**config.mk**
```make
export PLATFORM = sky130hd
export DESIGN_NAME = delay_sum_engine
export DESIGN_NICKNAME = d
export VERILOG_FILES = /design/src/rtl/delay_sum_engine.sv
export SDC_FILE = /design/constraint.sdc
export NUM_CORES = 1
export LEC_CHECK = 0
export BUFFER_PORTS_ARGS = -buffer_cell sky130_fd_sc_hd__buf_2
export CAP_MARGIN = 10
export CORE_ASPECT_RATIO = 1.25
export CORE_MARGIN = 10
export CORE_UTILIZATION = 35
export DETAILED_ROUTE_END_ITERATION = 7
export GPL_ROUTABILITY_DRIVEN = 0
export PLACE_DENSITY = 0.62
export SYNTH_ARGS = -nofsm -noshare
export SYNTH_HDL_FRONTEND = slang
export SYNTH_SLANG_ARGS = --single-unit
```
**constraint.sdc**
```tcl
create_clock -name clk -period 3.4 [get_ports clk]
set_input_delay 0.17 -clock clk [delete_from_list [all_inputs] [get_ports clk]]
set_output_delay 0.17 -clock clk [all_outputs]
set_load 0.02 [all_outputs]
```
**src/rtl/delay_sum_engine.sv**
```systemverilog
// delay_sum_engine
//   Delay-and-sum engine. For each output point t of a frame it looks up a
//   per-channel delay, reads the delayed sample of every channel, sums the
//   samples in a guard-bit accumulator and hands the sum to a ready/valid sink.
//
//   Ports
//     clk        sole clock, rising edge
//     reset_n    asynchronous active-low reset
//     start      frame start pulse (ignored while busy or on the done cycle)
//     busy       frame in progress
//     done       one-cycle end-of-frame pulse
//     dly_rd_en  delay-table read strobe, dly_addr = ch*OUT_LEN + t
//     dly_data   delay value, valid one cycle after dly_rd_en
//     smp_rd_en  sample-memory read strobe, smp_addr = {ch, delay}
//     smp_data   signed sample, valid one cycle after smp_rd_en
//     out_valid  output word valid; out_data/out_idx/out_last stable while high
//     out_ready  sink accepts the word on an edge where out_valid is high
//     out_data   signed channel sum
//     out_idx    output point index t
//     out_last   high with the final point of the frame
//
//   Build option
//     DSE_SATURATE_EN  defined: out_data is the sum saturated to OUT_W bits;
//                      undefined: out_data is the low OUT_W bits of the sum.
//     Both builds are identical when OUT_W covers the accumulator width.
module delay_sum_engine #(
    parameter int NUM_CH  = 8,
    parameter int OUT_LEN = 768,
    parameter int SMP_W   = 32,
    parameter int SMP_AW  = 13,
    parameter int DLY_AW  = 13,
    parameter int OUT_W   = 40
) (
    input  logic                                clk,
    input  logic                                reset_n,
    input  logic                                start,
    output logic                                busy,
    output logic                                done,
    output logic                                dly_rd_en,
    output logic [DLY_AW-1:0]                   dly_addr,
    input  logic [SMP_AW-1:0]                   dly_data,
    output logic                                smp_rd_en,
    output logic [SMP_AW+$clog2(NUM_CH)-1:0]    smp_addr,
    input  logic signed [SMP_W-1:0]             smp_data,
    output logic                                out_valid,
    input  logic                                out_ready,
    output logic signed [OUT_W-1:0]             out_data,
    output logic [$clog2(OUT_LEN)-1:0]          out_idx,
    output logic                                out_last
);

    localparam int CH_W  = $clog2(NUM_CH);
    localparam int IDX_W = $clog2(OUT_LEN);
    localparam int ACC_W = SMP_W + CH_W;

    typedef enum logic [2:0] {
        IDLE   = 3'd0,
        RD_DLY = 3'd1,
        RD_SMP = 3'd2,
        ACC    = 3'd3,
        EMIT   = 3'd4
    } state_t;

    state_t                   state, state_nxt;
    logic [CH_W-1:0]          ch, ch_nxt;
    logic [IDX_W-1:0]         t, t_nxt;
    logic signed [ACC_W-1:0]  acc, acc_nxt;
    logic                     done_nxt;
    logic signed [OUT_W-1:0]  acc_out;

    always_ff @(posedge clk or negedge reset_n) begin
        if (!reset_n) begin
            state <= IDLE;
            ch    <= '0;
            t     <= '0;
            acc   <= '0;
            done  <= 1'b0;
        end else begin
            state <= state_nxt;
            ch    <= ch_nxt;
            t     <= t_nxt;
            acc   <= acc_nxt;
            done  <= done_nxt;
        end
    end

    // Sum to output width: sign-extend when wide enough, otherwise wrap or clamp.
    generate
        if (OUT_W >= ACC_W) begin : g_wide
            assign acc_out = OUT_W'(acc);
        end else begin : g_narrow
`ifdef DSE_SATURATE_EN
            // In range when all bits from the output sign bit upward agree.
            always_comb begin
                if (acc[ACC_W-1:OUT_W-1] == {(ACC_W-OUT_W+1){acc[ACC_W-1]}})
                    acc_out = acc[OUT_W-1:0];
                else if (acc[ACC_W-1])
                    acc_out = {1'b1, {(OUT_W-1){1'b0}}};
                else
                    acc_out = {1'b0, {(OUT_W-1){1'b1}}};
            end
`else
            assign acc_out = acc[OUT_W-1:0];
`endif
        end
    endgenerate

    assign busy = (state != IDLE);

    always_comb begin
        state_nxt = state;
        ch_nxt    = ch;
        t_nxt     = t;
        acc_nxt   = acc;
        done_nxt  = 1'b0;
        dly_rd_en = 1'b0;
        dly_addr  = '0;
        smp_rd_en = 1'b0;
        smp_addr  = '0;
        out_valid = 1'b0;
        out_data  = '0;
        out_idx   = '0;
        out_last  = 1'b0;

        case (state)
            IDLE: begin
                // done is high only on the cycle after the final transfer,
                // so gating with it drops a start that coincides with it.
                if (start && !done) begin
                    t_nxt     = '0;
                    ch_nxt    = '0;
                    acc_nxt   = '0;
                    state_nxt = RD_DLY;
                end
            end
            RD_DLY: begin
                dly_rd_en = 1'b1;
                dly_addr  = DLY_AW'(ch) * DLY_AW'(OUT_LEN) + DLY_AW'(t);
                state_nxt = RD_SMP;
            end
            RD_SMP: begin
                smp_rd_en = 1'b1;
                smp_addr  = {ch, dly_data};
                state_nxt = ACC;
            end
            ACC: begin
                acc_nxt = acc + {{CH_W{smp_data[SMP_W-1]}}, smp_data};
                if (ch == CH_W'(NUM_CH - 1)) begin
                    state_nxt = EMIT;
                end else begin
                    ch_nxt    = ch + CH_W'(1);
                    state_nxt = RD_DLY;
                end
            end
            EMIT: begin
                out_valid = 1'b1;
                out_data  = acc_out;
                out_idx   = t;
                out_last  = (t == IDX_W'(OUT_LEN - 1));
                if (out_ready) begin
                    if (t == IDX_W'(OUT_LEN - 1)) begin
                        done_nxt  = 1'b1;
                        state_nxt = IDLE;
                    end else begin
                        t_nxt     = t + IDX_W'(1);
                        ch_nxt    = '0;
                        acc_nxt   = '0;
                        state_nxt = RD_DLY;
                    end
                end
            end
            default: state_nxt = IDLE;
        endcase
    end

endmodule

```
==> summary by stage <==
Status
The run finished with clean final reports.

Power and ir drop
Total power for the finished layout comes to 4.420 mW. VDD sags by at most 0.3412 mV. The leakage power summed over all cells is 3.063 nW. Dividing total power by cell area gives a power density of 792.7 mW/mm^2.

Cells and area
Compared with the post-synthesis result, the final layout area differs by 20.89%. The design area is 0.005575 mm^2. The number of diodes is 0. Of the cells placed in the final design, the portion with a size suffix greater than 1 is 23.38%. The area of the multi-input gates is 0.003108 mm^2. The number of nets at the end of the flow is 785. Registers take 0.001301 mm^2. The fraction of the core area covered by cells at the end of the flow is 43.63%. The final cell count without fillers is 861. The layout has 1,333 filler cells.

Routing
The number of detailed-routing iterations run before antenna repair is 4. The top layer used by detailed routing is met4. The number of design rule violations left after detail routing is 0.

The detailed router finished its first iteration with 279 violations. For this block, the via count after detailed routing is 4,624. The wire length on met2 is 6929 um.

The per-cell via count in the routed design is 5.370. After detailed routing, the wire length on met1 is 6391 um. The detailed route wirelength on metal3 is 998 um. The average detailed-routed wire length per instance is 16.79 um. The total wire length after detailed routing is 14,460 um. The count of nets left with antenna violations once routing finished came out at 0.

STA
The final-report hold violation count is 0. The minimum clock period is 3007 ps. Setup repair after global routing left no endpoint under its margin. The worst hold slack after final layout is 120.3 ps. At the pin with the least slew margin, the transition time is 853.5 ps.

The final clock period utilization by the worst path is 88.45%. The worst slew slack as a fraction of its limit is 43.10%. The number of setup violations in the final report is 0. After routing, the total negative slack on setup checks comes to 0 ps.

The maximum clock frequency is 332.5 MHz. On the final layout, the worst clock skew is 8.581 ps. Setup slack on the critical path of the routed design comes to 392.7 ps.

The max-slew violation total from the final report came to 0.

Logic synthesis
The synthesized design contains 0 enable-type register cells. Counting every net in the synthesized netlist gives 670. The synthesized netlist occupies a cell area of 0.004612 mm^2. After synthesis, flip-flops and latches occupy 28.21% of the total area. The area share of the largest cell type after synthesis is 28.21%. For this run, the leading register cell type out of synthesis is dfrtp_1.

Synthesis instantiated 50 different standard cells from the library. The most numerous cell in the Yosys netlist is nand2_1. The gate count after technology mapping is 577. The count of state elements after synthesis is 52. The cell taking the most area after synthesis is dfrtp_1.

In this run the mean area of a mapped cell was 7.993 um^2. Yosys attributes the largest share of cell area to dfrtp_1 (28%), ha_1 (11%), and3_1 (7.3%). In the synthesized netlist, the cells that appear most often are nand2_1 (62), and3_1 (54), dfrtp_1 (52), o21ai_0 (50), a21oi_1 (42).

The share of synthesized flip-flops with an asynchronous set or reset is 100.0%. The warning count from the yosys run is 0.

Clock tree
The number of H-tree levels is 2. Counting along the longest clock path gives a buffer depth of 2. The number of gates resized after CTS is 0. TritonCTS built the clock tree.

The tree is rooted in a clkbuf_16. In this run the post-CTS setup repair buffer count came out at 0. Clock-pin slew was measured on the worst setup and hold paths at 80 ps. The clock network latency to the later pin of the worst-skew pair is 300 ps. The tree built by TritonCTS fans out to 52 sinks. The number of buffers added by the clock tree synthesis step is 5.

The number of hold buffers added after CTS was 1.

GRT
Entering global routing, the biggest net connects 53 pins. The total track usage is 15.45%. After global routing the overflow that remains totals 0. The first-pass GRT wire length is 23,410 um. The number of global-route vias before repair is 4,752. The number of antenna violations at the first check in global routing came to 0.

Placed design
Summed over all nets, the half-perimeter wirelength after detailed placement is 11,270 um. Before CTS, the worst setup slack after placement is 448.3 ps. The cell area reported after detailed placement is 0.005398 mm^2. The number of port buffers is 133. The number of placed cells counting well taps is 852.

Hold path
The path class of the lowest-slack min-delay path is input pin to flop.

Worst setup path
The data required time of the worst path is 3570 ps. In this run the worst path has a maximum fanout of 4. The capturing element type of the critical path is a flop. The critical path in this run is classified as flop to flop. STA classifies the critical path startpoint as a flop. Data on the critical path arrives at its endpoint at 3170 ps.

Die
The placeable core region is 0.01278 mm^2. The horizontal extent of the die is 122.7 um. From bottom edge to top edge, the die measures 148.3 um.

The starting density of the core is 36.09%. The top-level I/O count is 134. The floorplan has 46 rows.

The die covers 0.01820 mm^2.

Flow run
The tool flagged a number of max-cap violations equal to 0.
[final cells by class]
type                    instances  area share [%]
repair buffers                142           13.20
inverters                      14          0.9425
multi-input cells             477           55.75
well taps                     168           3.770
clock buffers                   5           2.244
clock inverters                 3          0.7630
flip-flops and latches         52           23.34
[sequential cells by signal (all words and copies together) (netlist names)]
register,flops
done,1
state,3
t,10
ch,3
acc,35
[power breakdown]
part	switching (mW)	internal [mW]
clock network	0.249	0.347
registers	0.217	0.849
logic	1.69	1.07
[kinds of logic after synthesis]
group           Yosys count  synth area share [%]
buf+inv                  48                 4.531
flops                    52                 28.21
xor+xnor                 41                 7.786
mux                       3                0.7053
fa+ha+maj                44                 12.43
simple gates            239                 26.42
compound gates          150                 19.91
[critical path: stages (launching register included)]
cell      delay, ps
dfrtp_1         400
ha_1            220
fa_1            400
a21oi_1         260
o211ai_1        160
a31oi_1         320
o21ai_1         200
a21o_1          230
a211oi_1        320
o31ai_1         140
xnor2_1         150
o21ai_0          90
[layer usage]
| metal | global-route usage (%) | up-vias |
|---|---|---|
| met4 | 3.660 | 0 |
| met5 | 0 | - |
| met2 | 26.69 | 154 |
| met3 | 3.144 | 10 |
| met1 | 19.02 | 2190 |
| li1 | - | 2270 |
[final timing paths]
kind                       startpoint        to  slack, ps  depth (start not counted)
hold reg to reg               acc[34]   acc[34]        480                          1
setup / recovery               acc[0]   acc[24]        390                         11
setup reg to reg               acc[0]   acc[24]        390                         11
min in group asynchronous     reset_n   acc[27]        420                          2
max in group asynchronous     reset_n   acc[20]       2170                          3
hold / removal              out_ready  state[2]        120                          2
[cells in the final DEF, fill, tap and decap left out, types with 7 or more instances in the layout]
cell,instances
dfrtp_1,52
and3_1,54
buf_4,8
ha_1,41
a21o_1,18
buf_2,133
a21oi_1,42
xor2_1,18
inv_1,14
nand3_1,29
xnor2_1,23
nand2_1,62
and2_1,17
o21ai_0,49
nor3_1,7
nor2_1,40
Power figures use the tool's default switching activity.
